==> src/rtl/dmem_access_ctrl.sv <==
// ============================================================================
// dmem_access_ctrl
// ----------------------------------------------------------------------------
// Memory-stage data-access controller. Turns the M-stage load/store (effective
// address, 8-bit ALU control code, store data) into a request / address-ok /
// data-ok handshake on the data bus. It builds byte enables and replicated
// store data, flags misaligned addresses, and holds the pipeline until the bus
// access has completed. The raw 32-bit read word goes to the W stage; byte and
// half extraction happens downstream with the same big-endian lane convention
// (address offset 00 selects bits 31:24).
//
// Ports:
//   clk, rst            rising-edge clock, synchronous active-high reset
//   memenM              M-stage instruction is a load or store
//   alucontrolM         operation code (LB/LBU/LH/LHU/LW/SB/SH/SW)
//   aluoutM             effective address
//   writedataM          store source register value
//   flushM              exception/flush of the M-stage instruction
//   advance             pipeline moves M->W this cycle
//   data_req/wr/be/addr/wdata   registered bus request outputs
//   data_addr_ok        request accepted by the slave
//   data_data_ok        read data valid / write complete
//   data_rdata          read word from the slave
//   readdataM           captured read word (registered)
//   stallM              M-stage stall request (combinational)
//   laddrerrM/saddrerrM load/store address error (combinational)
//   badvaddrM           faulting address (always aluoutM)
//
// Only DATA_W = 32 is supported; the lane replication assumes four bytes.
// ============================================================================
module dmem_access_ctrl #(
   parameter int ADDR_W = 32,
   parameter int DATA_W = 32
) (
   input  logic              clk,
   input  logic              rst,
   input  logic              memenM,
   input  logic [7:0]        alucontrolM,
   input  logic [ADDR_W-1:0] aluoutM,
   input  logic [DATA_W-1:0] writedataM,
   input  logic              flushM,
   input  logic              advance,
   output logic              data_req,
   output logic              data_wr,
   output logic [3:0]        data_be,
   output logic [ADDR_W-1:0] data_addr,
   output logic [DATA_W-1:0] data_wdata,
   input  logic              data_addr_ok,
   input  logic              data_data_ok,
   input  logic [DATA_W-1:0] data_rdata,
   output logic [DATA_W-1:0] readdataM,
   output logic              stallM,
   output logic              laddrerrM,
   output logic              saddrerrM,
   output logic [ADDR_W-1:0] badvaddrM
);

   localparam logic [7:0] LB_CONTROL  = 8'b1110_0000;
   localparam logic [7:0] LBU_CONTROL = 8'b1110_0100;
   localparam logic [7:0] LH_CONTROL  = 8'b1110_0001;
   localparam logic [7:0] LHU_CONTROL = 8'b1110_0101;
   localparam logic [7:0] LW_CONTROL  = 8'b1110_0011;
   localparam logic [7:0] SB_CONTROL  = 8'b1110_1000;
   localparam logic [7:0] SH_CONTROL  = 8'b1110_1001;
   localparam logic [7:0] SW_CONTROL  = 8'b1110_1011;

   typedef enum logic [2:0] {
      IDLE,
      REQ,
      WAIT,
      DONE,
      ABORT
   } stateT;

   stateT             state;
   logic              isStore;
   logic              isHalf;
   logic              isByte;
   logic              misaligned;
   logic              issueOk;
   logic [1:0]        offset;
   logic [3:0]        laneBe;
   logic [DATA_W-1:0] laneData;

   assign offset = aluoutM[1:0];

   // Decode the access size and direction from the ALU control code, then
   // work out alignment, byte enables and the replicated store word. Any code
   // that is not a recognised store is handled as a word load, so a stray
   // memenM can never leave the pipeline waiting for a request that never
   // goes out. Loads never drive byte enables.
   always_comb begin
      isStore    = 1'b0;
      isHalf     = 1'b0;
      isByte     = 1'b0;
      misaligned = 1'b0;
      laneBe     = 4'b0000;
      laneData   = writedataM;
      case (alucontrolM)
         LB_CONTROL, LBU_CONTROL: isByte = 1'b1;
         LH_CONTROL, LHU_CONTROL: isHalf = 1'b1;
         LW_CONTROL:              isHalf = 1'b0;
         SB_CONTROL: begin
            isStore = 1'b1;
            isByte  = 1'b1;
         end
         SH_CONTROL: begin
            isStore = 1'b1;
            isHalf  = 1'b1;
         end
         SW_CONTROL:              isStore = 1'b1;
         default:                 isStore = 1'b0;
      endcase

      if (isByte) begin
         misaligned = 1'b0;
         laneData   = {4{writedataM[7:0]}};
         if (isStore) begin
            case (offset)
               2'b00:   laneBe = 4'b1000;
               2'b01:   laneBe = 4'b0100;
               2'b10:   laneBe = 4'b0010;
               default: laneBe = 4'b0001;
            endcase
         end
      end else if (isHalf) begin
         misaligned = offset[0];
         laneData   = {2{writedataM[15:0]}};
         if (isStore) begin
            laneBe = offset[1] ? 4'b0011 : 4'b1100;
         end
      end else begin
         misaligned = (offset != 2'b00);
         if (isStore) begin
            laneBe = 4'b1111;
         end
      end
   end

   // Address errors only matter while a memory instruction actually sits in
   // M. A faulting access never requests the bus and never stalls, so the
   // exception logic can take it straight away. Once the access is in DONE
   // the result is held and the stall lifts, letting the pipeline advance.
   assign issueOk   = memenM & ~misaligned & ~flushM;
   assign laddrerrM = memenM & misaligned & ~isStore;
   assign saddrerrM = memenM & misaligned & isStore;
   assign badvaddrM = aluoutM;
   assign stallM    = issueOk & (state != DONE);

   // Bus handshake state machine. All bus outputs are registered when the
   // request is launched and stay frozen until the slave accepts it. A flush
   // before acceptance simply withdraws the request; a flush after acceptance
   // must still wait for the slave's data_ok (ABORT) because the slave will
   // answer regardless, and that answer must not be mistaken for the next
   // instruction's data. readdataM is only updated by completing loads.
   always_ff @(posedge clk) begin
      if (rst) begin
         state      <= IDLE;
         data_req   <= 1'b0;
         data_wr    <= 1'b0;
         data_be    <= 4'b0000;
         data_addr  <= '0;
         data_wdata <= '0;
         readdataM  <= '0;
      end else begin
         case (state)
            IDLE: begin
               if (issueOk) begin
                  data_req   <= 1'b1;
                  data_wr    <= isStore;
                  data_be    <= laneBe;
                  data_addr  <= {aluoutM[ADDR_W-1:2], 2'b00};
                  data_wdata <= laneData;
                  state      <= REQ;
               end
            end
            REQ: begin
               if (data_addr_ok) begin
                  data_req <= 1'b0;
                  if (data_data_ok) begin
                     if (!data_wr) begin
                        readdataM <= data_rdata;
                     end
                     state <= DONE;
                  end else if (flushM) begin
                     state <= ABORT;
                  end else begin
                     state <= WAIT;
                  end
               end else if (flushM) begin
                  data_req <= 1'b0;
                  state    <= IDLE;
               end
            end
            WAIT: begin
               if (data_data_ok) begin
                  if (flushM) begin
                     state <= IDLE;
                  end else begin
                     if (!data_wr) begin
                        readdataM <= data_rdata;
                     end
                     state <= DONE;
                  end
               end else if (flushM) begin
                  state <= ABORT;
               end
            end
            ABORT: begin
               if (data_data_ok) begin
                  state <= IDLE;
               end
            end
            DONE: begin
               if (advance || flushM) begin
                  state <= IDLE;
               end
            end
            default: state <= IDLE;
         endcase
      end
   end

endmodule

==> config.mk <==
export PLATFORM = sky130hd
export DESIGN_NAME = dmem_access_ctrl
export DESIGN_NICKNAME = d
export VERILOG_FILES = /design/src/rtl/dmem_access_ctrl.sv
export SDC_FILE = /design/constraint.sdc
export NUM_CORES = 1
export LEC_CHECK = 0
export ABC_CLOCK_PERIOD_IN_PS = 2300
export CORE_MARGIN = 3
export CORE_UTILIZATION = 41
export CTS_CLUSTER_DIAMETER = 120
export DETAILED_ROUTE_END_ITERATION = 6
export PLACE_DENSITY = 0.89
export SYNTH_ARGS = -nofsm -noshare
export SYNTH_HDL_FRONTEND = slang
export SYNTH_SLANG_ARGS = --single-unit
==> constraint.sdc <==
create_clock -name clk -period 2.3 [get_ports clk]
set_input_delay 0.575 -clock clk [delete_from_list [all_inputs] [get_ports clk]]
set_output_delay 0.575 -clock clk [all_outputs]
set_load 0.02 [all_outputs]
Yosys cells after proc, flatten, opt, wreduce, memory -nomap -nowiden
Cells that the tools add are included.
W data, S select, Z words.
Word-level totals
  bits of input ports: 111
  logic and storage cells: 87
  bits in registers: 103
Cells by class
  bitwise gates (word level): 9
  mux-type cells: 35
  equal/unequal tests: 23
  reduce and logical (&&, ||, !) cells: 13
Operators with widths (count)
  $mux W32: 7
  $pmux W32 S2: 1
  $eq A8 B8 Y1 const B: 7
  $mux W3: 9
  $mux W4: 6
  $pmux W3 S5: 1
  $ne A2 B2 Y1 const B: 7
  $pmux W4 S3: 1
  $reduce_and A5 Y1: 2
  $reduce_or A3 Y1: 3
  $mux W1: 8
  $and A1 B1 Y1: 6
  $eq A3 B2 Y1 const B: 2
  $ne A3 B3 Y1 const B: 2
  $reduce_bool A2 Y1: 3
  $eq A3 B1 Y1 const B: 1
  $eq A3 B3 Y1 const B: 1
  $logic_not A3 Y1: 1
  $ne A3 B2 Y1 const B: 1
  $not A1 Y1: 3
  $reduce_and A3 Y1: 1
  $eq A2 B1 Y1 const B: 1
  $eq A2 B2 Y1 const B: 1
  $logic_not A2 Y1: 1
  4 further kinds: 4

Longest topological paths before layout
  depth after elaboration: 10
  mapped depth: 8
  mapped depth without buffers: 4

Least setup slack after synthesis
OpenSTA, ideal clock, no wires.
  path type: input to output
  from: input alucontrolM[3]
  to: output stallM
  required time: 1.725 ns
  cell stages on the path: 5
  setup slack: -0.060 ns
  path buffers: 1
  arrival time: 1.785 ns
  path through: a211o_1 > o21ai_4 > buf_2 > nand3_1 > a21oi_1
On the way
  longest elaborated chain between the ends: 9
  elaborated cells between the ends (all ways): 16
  those cells by class: 6 x eq/ne; 4 x mux; 4 x bitwise; 2 x reduce/logical
RTL lines
  from (decl): RTL line 38  | input logic [7:0] alucontrolM,
  $eq A8 B8 Y1: RTL line 99  | case (alucontrolM)
  $reduce_or A3 Y1 (no source line)
  $mux W1: RTL line 99
  $mux W1: RTL line 126  | end else if (isHalf) begin
  $mux W1 *: RTL line 115  | if (isByte) begin
  $not A1 Y1 *: RTL line 144  | assign issueOk = memenM & ~misaligned & ~flushM;
  $and A1 B1 Y1 * (2 in series): RTL line 144
  $and A1 B1 Y1 *: RTL line 148  | assign stallM = issueOk & (state != DONE);
  to (decl): RTL line 52  | output logic stallM,
Every way passes the cells marked *; elsewhere a longest branch is shown, timed or not.

Worst setup path after layout
  from: input aluoutM[19]
  to: output badvaddrM[19]
RTL lines
  from (decl): RTL line 39  | input logic [ADDR_W-1:0] aluoutM,
  to (decl): RTL line 55  | output logic [ADDR_W-1:0] badvaddrM
No word-level cell between the ends.

==> flow_summary.json <==
{
  "place_inst": 876,
  "yosys_warnings": 0,
  "critical_path.startpoint_type": "input pin",
  "worstPathRequired_ps": 1730,
  "grt_overflow_total": 0,
  "cts_tree": "done",
  "fin_hold_ws_ps": 474.2,
  "grt_max_degree": 75,
  "post-route-period-util_pct": 98.99,
  "firstDrtPassIters": 5,
  "rows": 39,
  "p_leak_uw": 0.003078,
  "finalNetCount": 856,
  "critPathMaxFanout": 2,
  "worst_pin_slew_ps": 597.7,
  "fin_util_pct": 67.01,
  "antenna_found_initial": 0,
  "ys_types": 36,
  "crit_arrival_ps": 1700,
  "drv_slew": 0,
  "synth-seq-cells": 103,
  "track_usage_pct": 22.55,
  "fmax_mhz": 439.2,
  "fin_skew_ps": 5.760,
  "path_buf_inv": 2,
  "viasPerCell": 5.371,
  "holdPathStages": 2,
  "setup_violations": 0,
  "dp_hpwl_mm": 12.10,
  "cts_max_level": 3,
  "syn_inst": 531,
  "cts_buffers": 9,
  "clockBufferDepth": 2,
  "post-route-min-period_ps": 2277,
  "cts_hold_buf": 0,
  "finalHoldViolCount": 0,
  "drive_gt1_share_pct": 9.467,
  "drt_iter0_drc": 283,
  "cp_slowest_stage_delay_ps": 620,
  "critPathMostFrequentCell": "clkdlybuf4s50_1",
  "r2r_cells": 5,
  "cpLargestDelayFamily": "buffers and inverters",
  "cp_slowest_cell": "clkdlybuf4s50_1",
  "cap_violations": 0,
  "ir_drop_mv": 0.2958,
  "drc_errors": 0,
  "p_total_uw": 4157,
  "pin_count": 248,
  "end_kind": "output port",
  "final_common_cell": "clkdlybuf4s50_1",
  "initial_core_util_pct": 42.95,
  "wl_per_cell_um": 17.82,
  "layout_common_cells": "228 x clkdlybuf4s50_1, 103 x dfxtp_1, 90 x nand2b_1",
  "hp-class": "flop to flop",
  "syn_to_final_growth_pct": 56.03,
  "path_cells": "clkdlybuf4s50_1 -> clkdlybuf4s50_1",
  "stdcell_count": 893,
  "num_vias": 4796,
  "clk_pin_slew_ps": 70,
  "ant_nets": 0,
  "avgSynthCellArea_um2": 9.432,
  "clockRootBuffer": "clkbuf_16",
  "netlist_area_um2": 5009,
  "ys_seq_area_share_pct": 41.17,
  "post-place-ws_ps": -783.7,
  "maxSlewHeadroom_pct": 60.16,
  "die_w_um": 116.5,
  "grt_pass1_wl_mm": 24.51,
  "p_per_area_nw_per_um2": 531.9,
  "diodes": 0,
  "path_depth": 2,
  "clock-sinks": 103,
  "dieHeight_um": 116.5,
  "drt-total-wl_mm": 15.91,
  "status": "finished, final reports clean",
  "port_buffers": 245,
  "core_area_um2": 11660,
  "gp_congestion": 0.8687,
  "worst_slack_ps": 23.34,
  "grt_pass1_vias": 4735,
  "path_class": "input pin to output port",
  "clock_latency_ps": 340,
  "dieArea_um2": 13580
}
==> worst paths after layout <==
| kind | slack, ps | start | endpoint |
|---|---|---|---|
| setup / recovery | 20 | aluoutM[19] | badvaddrM[19] |
| hold reg to reg | 470 | data_addr[9] | data_addr[9] |
| hold / removal | 470 | data_addr[9] | data_addr[9] |
| setup reg to reg | 500 | state[1] | readdataM[21] |
==> cell usage after synthesis (all sizes together) <==
cell type	number	area share, %
a211oi	6	0.90
nand3b	1	0.15
and4b	1	0.20
o211ai	1	0.25
conb	1	0.075
nand4b	1	0.47
inv	4	0.30
nor3b	1	0.15
mux2i	87	17
buf	55	7.6
and3b	2	0.35
nor4b	1	0.30
a311oi	17	3.0
a211o	9	1.6
or2	1	0.12
clkbuf	20	1.5
a32oi	5	0.87
a21o	1	0.15
nand3	13	1.3
o21ai	20	2.3
nand2b	90	11
a31oi	21	2.6
nor4	1	0.12
nor2	36	2.7
o31ai	1	0.15
dfxtp	103	41
and3	2	0.25
a21oi	15	1.5
nand2	10	0.75
nor2b	3	0.37
nor3	2	0.20
==> report_power, final <==
part	switching, µW	internal, µW	total, µW
Clock	702	780	1480
Sequential	28.4	1830	1860
Combinational	382	436	817
==> layer usage <==
layer | share of wire (%) | GRT usage (%)
met1 | 39 | 26.66
met2 | 51 | 40.01
met5 | 0 | 0
met4 | 1.8 | 7.270
met3 | 8.2 | 5.544
==> through the flow <==
| stage | setup TNS, ps | area [µm²] |
|---|---|---|
| after floorplan | 0 | 5016 |
| after global placement | -20780 | 7516 |
| after detailed placement | -26970 | 7516 |
| after CTS | 0 | 7810 |
| after global routing | -9.518 | 7815 |
| final | 0 | 7815 |
==> state kept, by name (all words and copies together) (netlist names) <==
| register | count |
|---|---|
| data_addr | 30 |
| data_be | 4 |
| data_req | 1 |
| data_wdata | 32 |
| data_wr | 1 |
| readdataM | 32 |
| state | 3 |
==> timing repair <==
action,in CTS,in global routing
pin swaps,7,3
setup endpoints to repair,65,6
resized for setup,42,12
buffers inserted,1,0
==> final cells by class <==
class,count,area (µm²)
Fill cell,894,3847
Timing Repair Buffer,277,2738
Multi-Input combinational cell,350,2532
Sequential cell,103,2062
Clock buffer,10,239.0
Tap cell,143,178.9
Clock inverter,6,50.05
Inverter,4,15.01
==> tightest hold or removal path: cells and delay by family, from the launching register on <==
family           cells  cell delay, ps
and+or+nand+nor      1              60
muxes                1              50
DFF                  1             310
==> cells by family after synthesis <==
kind of cell / count (synthesis) / share of synthesized area [%]
AOI/OAI and AO/OA: 96 / 13.29
buffers and inverters: 79 / 9.393
DFF: 103 / 41.17
muxes: 87 / 17.39
other: 1 / 0.07487
and+or+nand+nor: 165 / 18.69
Power figures use the tool's default switching activity.
